$ cat src/rtl/hv_wdg_rsp.sv
// Purpose : HV-side watchdog responder. Each valid LV watchdog frame causes one
//           response request to the OWT transmitter after RSP_DLY cycles. A timeout
//           flag is raised when no valid frame arrives within the selected window.
// Latency : rx_vld in cycle N -> o_wdg_owt_tx_req high in cycle N+1+RSP_DLY.
//           The request drops in the cycle after the ack.
// Backpr. : o_wdg_owt_tx_req is a level held until i_owt_tx_wdg_ack. Frames that
//           arrive while a response is in flight collapse into one pending response.
//
// Optional feature: define HV_WDG_CRC_ERR_CNT_EN to count consecutive CRC-failed
// frames and raise o_wdg_crc_err. Without the macro, o_wdg_crc_err is tied to 0.
//
// Ports:
//   i_clk, i_rst_n        clock, asynchronous active-low reset
//   i_wdg_en              block enable; 0 clears all state on the next edge
//   i_owt_rx_wdg_vld      pulse: valid LV watchdog frame received
//   i_owt_rx_crc_err      pulse: LV frame received with CRC failure
//   o_wdg_owt_tx_req      response request (level, held until ack)
//   i_owt_tx_wdg_ack      pulse: transmitter accepted the response
//   i_wdgtmo_config       selects the timeout window WDG_TMO_TH0..3
//   o_wdg_timeout_err     sticky timeout flag, cleared by the next valid frame
//   o_wdg_crc_err         sticky CRC-run flag, cleared by the next valid frame
module hv_wdg_rsp #(
  parameter int WDG_CNT_W   = 16,
  parameter int WDG_TMO_TH0 = 256,
  parameter int WDG_TMO_TH1 = 512,
  parameter int WDG_TMO_TH2 = 1024,
  parameter int WDG_TMO_TH3 = 2048,
  parameter int RSP_DLY     = 4,
  parameter int CRC_ERR_TH  = 3
) (
  input  logic       i_clk,
  input  logic       i_rst_n,
  input  logic       i_wdg_en,
  input  logic       i_owt_rx_wdg_vld,
  input  logic       i_owt_rx_crc_err,
  output logic       o_wdg_owt_tx_req,
  input  logic       i_owt_tx_wdg_ack,
  input  logic [1:0] i_wdgtmo_config,
  output logic       o_wdg_timeout_err,
  output logic       o_wdg_crc_err
);

  typedef enum logic [1:0] {
    ST_IDLE = 2'd0,
    ST_DLY  = 2'd1,
    ST_REQ  = 2'd2
  } state_e;

  // Timeout compares against THn-1 so the flag appears in cycle THn after the last clear.
  localparam logic [WDG_CNT_W-1:0] TMO_LIM0 = WDG_CNT_W'(WDG_TMO_TH0 - 1);
  localparam logic [WDG_CNT_W-1:0] TMO_LIM1 = WDG_CNT_W'(WDG_TMO_TH1 - 1);
  localparam logic [WDG_CNT_W-1:0] TMO_LIM2 = WDG_CNT_W'(WDG_TMO_TH2 - 1);
  localparam logic [WDG_CNT_W-1:0] TMO_LIM3 = WDG_CNT_W'(WDG_TMO_TH3 - 1);
  localparam logic [WDG_CNT_W-1:0] DLY_LAST = WDG_CNT_W'((RSP_DLY > 0) ? (RSP_DLY - 1) : 0);
  localparam bit                   NO_DLY   = (RSP_DLY == 0);

  state_e                 state_q, state_d;
  logic [WDG_CNT_W-1:0]   dly_cnt_q, dly_cnt_d;
  logic                   pend_q, pend_d;
  logic                   req_q, req_d;
  logic [WDG_CNT_W-1:0]   tmo_cnt_q, tmo_cnt_d;
  logic                   tmo_err_q, tmo_err_d;
  logic [WDG_CNT_W-1:0]   tmo_lim;
  logic                   tmo_hit;

  always_comb begin
    tmo_lim = TMO_LIM0;
    case (i_wdgtmo_config)
      2'd0: tmo_lim = TMO_LIM0;
      2'd1: tmo_lim = TMO_LIM1;
      2'd2: tmo_lim = TMO_LIM2;
      2'd3: tmo_lim = TMO_LIM3;
      default: tmo_lim = TMO_LIM0;
    endcase
  end

  // >= rather than == so that switching to a shorter window with a count
  // already past it still fires immediately.
  assign tmo_hit = (tmo_cnt_q >= tmo_lim);

  always_comb begin
    state_d   = state_q;
    dly_cnt_d = dly_cnt_q;
    pend_d    = pend_q;
    tmo_cnt_d = tmo_cnt_q;
    tmo_err_d = tmo_err_q;

    case (state_q)
      ST_IDLE: begin
        if (i_owt_rx_wdg_vld) begin
          dly_cnt_d = '0;
          state_d   = NO_DLY ? ST_REQ : ST_DLY;
        end
      end
      ST_DLY: begin
        if (i_owt_rx_wdg_vld) pend_d = 1'b1;
        if (dly_cnt_q == DLY_LAST) state_d = ST_REQ;
        else                       dly_cnt_d = dly_cnt_q + WDG_CNT_W'(1);
      end
      ST_REQ: begin
        if (i_owt_rx_wdg_vld) pend_d = 1'b1;
        if (i_owt_tx_wdg_ack) begin
          // A frame arriving in the ack cycle counts as pending and is
          // consumed by the restart right away.
          if (pend_q || i_owt_rx_wdg_vld) begin
            pend_d    = 1'b0;
            dly_cnt_d = '0;
            state_d   = NO_DLY ? ST_REQ : ST_DLY;
          end else begin
            state_d   = ST_IDLE;
          end
        end
      end
      default: state_d = ST_IDLE;
    endcase

    // Timeout counter holds once the live window is reached.
    if (i_owt_rx_wdg_vld) begin
      tmo_cnt_d = '0;
      tmo_err_d = 1'b0;
    end else if (tmo_hit) begin
      tmo_err_d = 1'b1;
    end else begin
      tmo_cnt_d = tmo_cnt_q + WDG_CNT_W'(1);
    end

    if (!i_wdg_en) begin
      state_d   = ST_IDLE;
      dly_cnt_d = '0;
      pend_d    = 1'b0;
      tmo_cnt_d = '0;
      tmo_err_d = 1'b0;
    end

    req_d = (state_d == ST_REQ);
  end

  always_ff @(posedge i_clk or negedge i_rst_n) begin
    if (!i_rst_n) begin
      state_q   <= ST_IDLE;
      dly_cnt_q <= '0;
      pend_q    <= 1'b0;
      req_q     <= 1'b0;
      tmo_cnt_q <= '0;
      tmo_err_q <= 1'b0;
    end else begin
      state_q   <= state_d;
      dly_cnt_q <= dly_cnt_d;
      pend_q    <= pend_d;
      req_q     <= req_d;
      tmo_cnt_q <= tmo_cnt_d;
      tmo_err_q <= tmo_err_d;
    end
  end

  assign o_wdg_owt_tx_req  = req_q;
  assign o_wdg_timeout_err = tmo_err_q;

`ifdef HV_WDG_CRC_ERR_CNT_EN
  localparam int                    CRC_CNT_W = $clog2(CRC_ERR_TH + 1);
  localparam logic [CRC_CNT_W-1:0]  CRC_MAX   = CRC_CNT_W'(CRC_ERR_TH);
  localparam logic [CRC_CNT_W-1:0]  CRC_LAST  = CRC_CNT_W'(CRC_ERR_TH - 1);

  logic [CRC_CNT_W-1:0] crc_cnt_q, crc_cnt_d;
  logic                 crc_err_q, crc_err_d;

  always_comb begin
    crc_cnt_d = crc_cnt_q;
    crc_err_d = crc_err_q;
    // A valid frame ends the run even if a CRC error is flagged in the same cycle.
    if (i_owt_rx_wdg_vld) begin
      crc_cnt_d = '0;
      crc_err_d = 1'b0;
    end else if (i_owt_rx_crc_err) begin
      if (crc_cnt_q < CRC_MAX)   crc_cnt_d = crc_cnt_q + CRC_CNT_W'(1);
      if (crc_cnt_q >= CRC_LAST) crc_err_d = 1'b1;
    end
    if (!i_wdg_en) begin
      crc_cnt_d = '0;
      crc_err_d = 1'b0;
    end
  end

  always_ff @(posedge i_clk or negedge i_rst_n) begin
    if (!i_rst_n) begin
      crc_cnt_q <= '0;
      crc_err_q <= 1'b0;
    end else begin
      crc_cnt_q <= crc_cnt_d;
      crc_err_q <= crc_err_d;
    end
  end

  assign o_wdg_crc_err = crc_err_q;
`else
  logic crc_unused;
  assign crc_unused    = i_owt_rx_crc_err;
  assign o_wdg_crc_err = 1'b0;
`endif

endmodule
$ cat config.mk
export PLATFORM = sky130hd
export DESIGN_NAME = hv_wdg_rsp
export DESIGN_NICKNAME = d
export VERILOG_FILES = /design/src/rtl/hv_wdg_rsp.sv
export SDC_FILE = /design/constraint.sdc
export NUM_CORES = 1
export LEC_CHECK = 0
export CORE_MARGIN = 3
export CORE_UTILIZATION = 65
export DETAILED_ROUTE_END_ITERATION = 6
export PLACE_DENSITY = 0.88
export SKIP_LAST_GASP = 1
export SLEW_MARGIN = 10
export SYNTH_ARGS = -nofsm -noshare
export SYNTH_HDL_FRONTEND = slang
export SYNTH_SLANG_ARGS = --single-unit
$ cat constraint.sdc
create_clock -name i_clk -period 4 [get_ports i_clk]
set_input_delay 0.8 -clock i_clk [delete_from_list [all_inputs] [get_ports i_clk]]
set_output_delay 0.8 -clock i_clk [all_outputs]
set_load 0.005 [all_outputs]
==> flow_summary.yaml, run 1 <==
cts:
  clk_latency_ns: 0.37
  cts_resized: 0
  cts_sinks: 37
  holdBufCountCts: 0
  cts_root_buffer: "clkbuf_4"
  numCtsBuffers: 5
  cts_setup_buffers: 0
  htree_levels: 2
  cts_tree: "built"
  clockBufferDepth: 2
  clk_pin_slew_ns: 0.12
synth:
  synth_top_family_by_area: "simple AND/OR/NAND/NOR gates"
  synth_top_flop_cell: "dfrtp_1"
  synth_xor_area_share_pct: 0
  synth-warning-count: 0
  synth-compound-area-share_pct: 19.36
  synth.area.mux_share_pct: 1.731
  ys_ff_latch: 37
  synth_cell_types: 50
  syn_nets: 284
  avgSynthCellArea_um2: 8.665
  syn-instance-count: 267
  synthAdderAreaFrac_pct: 4.867
  synth_edf_count: 0
  synth-simple-area-share_pct: 30.23
  syn-cell-area_um2: 2313
  seq_area_frac_synth_pct: 40.02
  synthArstFlopShare_pct: 100.0
worst_hold_path:
  hold_class: "reg2reg"
  hold_depth: 1
  hold_start: "tmo_cnt_q[14]$_DFFE_PN0P_"
  worstHoldEndpoint: "tmo_cnt_q[14]$_DFFE_PN0P_"
global_routing:
  grt_pass1_wl_um: 9294
  gr-total-overflow: 0
  grt_antenna_before_repair: 0
  grt_usage_pct: 27.85
  grt_max_degree: 38
  grt_pass1_vias: 2068
sta:
  finalHoldViolations: 0
  worst_slew_pin_slew_ns: 0.8204
  finalCritPeriodShare_pct: 72.38
  fin_tns_setup_ns: 0
  fin_crit_ns: 2.895
  final_max_slew_viol_count: 0
  rsz0062_at_grt: "false"
  max_freq_mhz: 345.4
  max_slew_margin_pct: 45.31
  finalSetupViolations: 0
  fin_skew_ns: 0.01331
detailed_routing:
  vias: 2132
  drc: 0
  postRouteAntennaNets: 0
  drt-pass1-iter-count: 5
  drt-initial-drc-count: 159
  avgViaCountPerCell: 6.621
  drt_wl_total_um: 5252
  wl_per_cell_um: 16.31
layout:
  nets: 292
  final_core_util_pct: 74.31
  layout_commonest_cell: "dfrtp_1"
  antenna_cells: 0
  final_cell_mix: "dfrtp_1 (37), nand2_1 (30), nand3_1 (21)"
  layout-drive-gt1-share_pct: 7.609
  syn_to_final_growth_pct: 8.870
floorplanning:
  die_w_um: 65.66
  num_rows: 21
  initial_utilization_pct: 68.25
  core_um2: 3390
  die_h_um: 65.66
  io_pins: 11
  dieArea_um2: 4311
pwr:
  power_frac_comb_pct: 12.3
  total_power_mw: 0.7592
  p_per_area_nw_per_um2: 301.4
  power.share.switching_pct: 26.83
  leakage_nw: 1.001
  vdd_drop_max_uv: 246.4
  p_seq_share_pct: 50.4
  p_clk_share_pct: 37.3
  intPower_mw: 0.5555
  p_sw_mw: 0.2037
setup_path:
  timing.rr.start: "tmo_cnt_q[9]$_DFFE_PN0P_"
  cp.required_ns: 4.29
  start_kind: "input port"
  worstRegToRegCells: 5
  critPathKind: "in2reg"
  r2r_slack_ns: 1.58
  cp.arrival_ns: 3.19
  cp-end-kind: "flip-flop"
  cp_max_fo: 17
  r2r-end: "tmo_cnt_q[4]$_DFFE_PN0P_"
flow_run:
  drv_cap: 0
place:
  io_buffers: 8
  gp_congestion: 0.9047
  place_hpwl_um: 3602
outcome:
  status: "completed"
==> cell families after synthesis <==
logic type,Yosys count
flops,37
compound gates,63
buf+inv,21
other cells,1
fa+ha+maj,9
mux,4
simple gates,132
==> worst max-delay path, cell delays in order <==
cell	delay, ns
clkdlybuf4s50_1	0.50
inv_1	0.05
ha_1	0.29
a21o_1	0.19
a2111o_1	0.62
or4_1	0.55
a21oi_1	0.18
==> flip-flops by register name, indices dropped and copies added, names as in the netlist <==
register / cells
pend_q: 1
o_wdg_timeout_err: 1
o_wdg_owt_tx_req: 1
dly_cnt_q: 16
tmo_cnt_q: 16
state_q: 2
==> Yosys cell counts (all sizes together) (2+ instances only) <==
cell	count	area share, %
a31oi	3	0.81
nand4	12	3.2
and3	2	0.54
a211oi	2	0.65
or4	4	1.3
nand2	30	4.9
nand2b	3	0.81
dfrtp	37	40
or2	6	1.6
o21ai	9	1.9
clkbuf	9	1.5
a21o	5	1.6
nand4b	4	1.5
o22ai	2	0.54
nor3	9	1.9
inv	10	1.6
buf	2	0.54
nor2	14	2.3
o211ai	2	0.65
a21oi	11	2.4
nand3	21	4.5
ha	9	4.9
o311ai	2	0.76
nor2b	4	1.1
or3	3	0.81
o221ai	5	1.9
mux2i	4	1.7
o31ai	8	2.6
nor4	10	2.7
and2	7	1.9
==> final cells by class <==
class                           count  area (um2)
Tap cell                           46       57.56
Timing Repair Buffer               12       105.1
Clock buffer                        6       51.30
Sequential cell                    37       925.9
Fill cell                         265       870.8
Clock inverter                      2       37.54
Inverter                           10       37.54
Multi-Input combinational cell    209        1304
==> metrics by stage <==
step	hold WS (ns)	instances	setup WS, ns	instance area, um2
after floorplan	0.4437	267	1.509	2313
after global placement	0.4598	314	0.8034	2430
after detailed placement	0.4642	314	0.7378	2430
after CTS	0.4958	322	1.110	2519
after global routing	0.5052	322	1.005	2519
final	0.4892	322	1.105	2519
==> worst max path at each step <==
stage                     cells after the start  slack (ns)                         to          startpoint
after CTS                                     7        1.11  tmo_cnt_q[10]$_DFFE_PN0P_  i_wdgtmo_config[1]
after global routing                          7        1.00   tmo_cnt_q[4]$_DFFE_PN0P_  i_wdgtmo_config[1]
after floorplan                               7        1.51   tmo_cnt_q[6]$_DFFE_PN0P_  i_wdgtmo_config[1]
after global placement                        7        0.80  tmo_cnt_q[10]$_DFFE_PN0P_  i_wdgtmo_config[1]
final                                         7        1.10   tmo_cnt_q[4]$_DFFE_PN0P_  i_wdgtmo_config[1]
after detailed placement                      7        0.74   tmo_cnt_q[4]$_DFFE_PN0P_  i_wdgtmo_config[1]
==> power groups by stage <==
stage / clock network (mW) / registers, mW / logic [mW]
final: 0.283 / 0.383 / 0.0932
after global routing: 0.305 / 0.384 / 0.104
after CTS: 0.284 / 0.383 / 0.0926
after detailed placement: 0 / 0.390 / 0.0915
after global placement: 0 / 0.389 / 0.0896
after floorplan: 0 / 0.389 / 0.0599
==> routing by layer <==
layer	global-route usage [%]	up-vias	part of all wire (%)
li1	-	1031	-
met1	34.08	1014	41
met2	45.93	71	51
met3	6.667	16	5.7
met4	13.21	0	2.3
met5	0	-	0
No activity file was read; power rests on OpenSTA's default activity.
==> run 2: changes to the inputs <==
--- a/config.mk
+++ b/config.mk
@@ -6,9 +6,9 @@
 export NUM_CORES = 1
 export LEC_CHECK = 0
 export CORE_MARGIN = 3
-export CORE_UTILIZATION = 65
+export CORE_UTILIZATION = 54
 export DETAILED_ROUTE_END_ITERATION = 6
-export PLACE_DENSITY = 0.88
+export PLACE_DENSITY = 0.78
 export SKIP_LAST_GASP = 1
 export SLEW_MARGIN = 10
 export SYNTH_ARGS = -nofsm -noshare
==> constraint.sdc (replaced) <==
create_clock -name i_clk -period 2.6 [get_ports i_clk]
set_input_delay 0.52 -clock i_clk [delete_from_list [all_inputs] [get_ports i_clk]]
set_output_delay 0.52 -clock i_clk [all_outputs]
set_load 0.005 [all_outputs]
==> run 2 against run 1 <==
First-iteration DRC count fell by 12%. Global-route usage down 6.0 points. Via count down 0.19%. Combinational power increased by 59%. Cell count grew 4.0%. Critical path depth is the same. Worst setup slack worse by 0.98 ns. Count of clock-buffer cells in the layout fell by 1. Worst hold slack worse by 0.18 ns. Critical path type unchanged. Critical endpoint is now tmo_cnt_q[10]$_DFFE_PN0P_. Largest power group is now clock.
==> flow_summary.yaml, run 2 (synthesized netlist as in run 1, its figures left out) <==
setup_path:
  timing.rr.start: "tmo_cnt_q[12]$_DFFE_PN0P_"
  startpoint: "i_wdgtmo_config[1]"
  endpoint: "tmo_cnt_q[10]$_DFFE_PN0P_"
  cp-end-kind: "flip-flop"
  worstRegToRegCells: 4
  start_kind: "input port"
  cp_max_fo: 10
  r2r_slack_ns: 0.39
  cp.required_ns: 2.83
  critPathKind: "in2reg"
  r2r-end: "tmo_cnt_q[10]$_DFFE_PN0P_"
  cp.arrival_ns: 2.70
global_routing:
  gr-total-overflow: 0
  grt_max_degree: 38
  grt_usage_pct: 21.86
  grt_pass1_wl_um: 9073
  grt_antenna_before_repair: 0
  grt_pass1_vias: 1982
layout:
  syn_to_final_growth_pct: 13.95
  final_core_util_pct: 64.97
  largestRegisters: "dly_cnt_q (16), tmo_cnt_q (16), state_q (2)"
  nets: 301
  layout_commonest_cell: "dfrtp_1"
  layout-drive-gt1-share_pct: 10.53
  antenna_cells: 0
  final_cell_mix: "dfrtp_1 (37), nand2_1 (30), nand3_1 (21)"
detailed_routing:
  drt_wl_total_um: 5142
  drt-initial-drc-count: 140
  postRouteAntennaNets: 0
  wl_per_cell_um: 15.35
  vias: 2128
  avgViaCountPerCell: 6.352
  drc: 0
  drt-pass1-iter-count: 5
pwr:
  p_per_area_nw_per_um2: 505.8
  vdd_drop_max_uv: 344.6
  power_frac_comb_pct: 11.1
  power.share.switching_pct: 24.13
  p_clk_share_pct: 44.7
  leakage_nw: 1.071
  p_sw_mw: 0.3218
  intPower_mw: 1.012
  p_seq_share_pct: 44.2
sta:
  max_freq_mhz: 403.7
  worst_slew_pin_slew_ns: 0.8228
  hold_slack_ns: 0.3082
  finalHoldViolations: 0
  final_max_slew_viol_count: 0
  fin_skew_ns: 0.007540
  finalCritPeriodShare_pct: 95.27
  rsz0062_at_grt: "false"
  max_slew_margin_pct: 45.15
  finalSetupViolations: 0
  fin_crit_ns: 2.477
  finalWorstSetupSlack_ns: 0.1230
floorplanning:
  initial_utilization_pct: 57.02
  core_um2: 4058
  die_h_um: 71.46
  num_rows: 23
  die_w_um: 71.46
  io_pins: 11
  dieArea_um2: 5106
cts:
  holdBufCountCts: 0
  clk_latency_ns: 0.30
  cts_setup_buffers: 0
  htree_levels: 2
  cts_root_buffer: "clkbuf_8"
  cts_tree: "built"
  clk_pin_slew_ns: 0.08
  cts_sinks: 37
  clockBufferDepth: 2
  numCtsBuffers: 5
  cts_resized: 0
worst_hold_path:
  hold_class: "in2async"
place:
  gp_congestion: 0.8956
  pre_cts_ws_ns: -0.2418
  place_hpwl_um: 3540
  io_buffers: 8
flow_run:
  drv_cap: 0
outcome:
  status: "completed"
[run 2: changes by cell type in the layout (fill, tap and decap cells not counted), sizes merged]
| cell | change |
|---|---|
| buf | +9 |
| bufinv | +1 |
| clkbuf | -1 |
| clkinv | +1 |
| clkinvlp | -1 |
[run 2: area by class of cell]
class / instances / area [um2]
flip-flops and latches: 37 / 925.9
fillers: 337 / 1421
multi-input cells: 209 / 1304
well taps: 50 / 62.56
clock inverters: 3 / 65.06
clock buffers: 5 / 68.82
repair buffers: 21 / 172.7
inverters: 10 / 37.54
[run 2: power groups by stage]
stage                     Combinational [mW]  Clock (mW)  Sequential, mW
after CTS                              0.148       0.608           0.589
after detailed placement               0.148           0           0.600
after global placement                 0.144           0           0.599
final                                  0.148       0.596           0.589
after floorplan                       0.0921           0           0.598
after global routing                   0.164       0.632           0.590
[run 2: worst min path at each step]
stage | startpoint | endpoint | depth (start not counted)
after floorplan | i_rst_n | dly_cnt_q[0]$_DFFE_PN0P_ | 0
after detailed placement | tmo_cnt_q[14]$_DFFE_PN0P_ | tmo_cnt_q[14]$_DFFE_PN0P_ | 1
after global routing | i_rst_n | tmo_cnt_q[2]$_DFFE_PN0P_ | 1
after CTS | i_rst_n | tmo_cnt_q[4]$_DFFE_PN0P_ | 1
final | i_rst_n | tmo_cnt_q[8]$_DFFE_PN0P_ | 1
after global placement | tmo_cnt_q[14]$_DFFE_PN0P_ | tmo_cnt_q[14]$_DFFE_PN0P_ | 1
[run 2: per-layer routing]
metal  GRT usage [%]  vias up  wire, um
met5               0        -         0
met4           6.889        0        51
met3           4.348        5       270
met2           35.41       65      2475
met1           29.53     1012      2345
li1                -     1046         -
[run 2: critical path, stage by stage]
cell	delay (ns)
clkdlybuf4s50_1	0.48
inv_1	0.04
ha_1	0.28
a21o_1	0.19
a2111o_1	0.50
or4_1	0.55
a21oi_1	0.15
[run 2: through the flow]
| step | TNS [ns] | power, mW | area, um2 | std cells |
|---|---|---|---|---|
| floorplan | 0 | 0.6899 | 2313 | 267 |
| global placement | -1.750 | 0.7439 | 2502 | 327 |
| detailed placement | -2.053 | 0.7477 | 2502 | 327 |
| CTS | 0 | 1.345 | 2636 | 335 |
| global route | 0 | 1.386 | 2636 | 335 |
| finish | 0 | 1.333 | 2636 | 335 |
==> run 3: changes to the inputs <==
--- a/config.mk
+++ b/config.mk
@@ -9,6 +9,7 @@
 export CORE_UTILIZATION = 54
 export DETAILED_ROUTE_END_ITERATION = 6
 export PLACE_DENSITY = 0.78
+export SKIP_CTS_REPAIR_TIMING = 1
 export SKIP_LAST_GASP = 1
 export SLEW_MARGIN = 10
 export SYNTH_ARGS = -nofsm -noshare
==> results of run 3 <==
Final layout, timing and power as in run 2 (identical DEF).
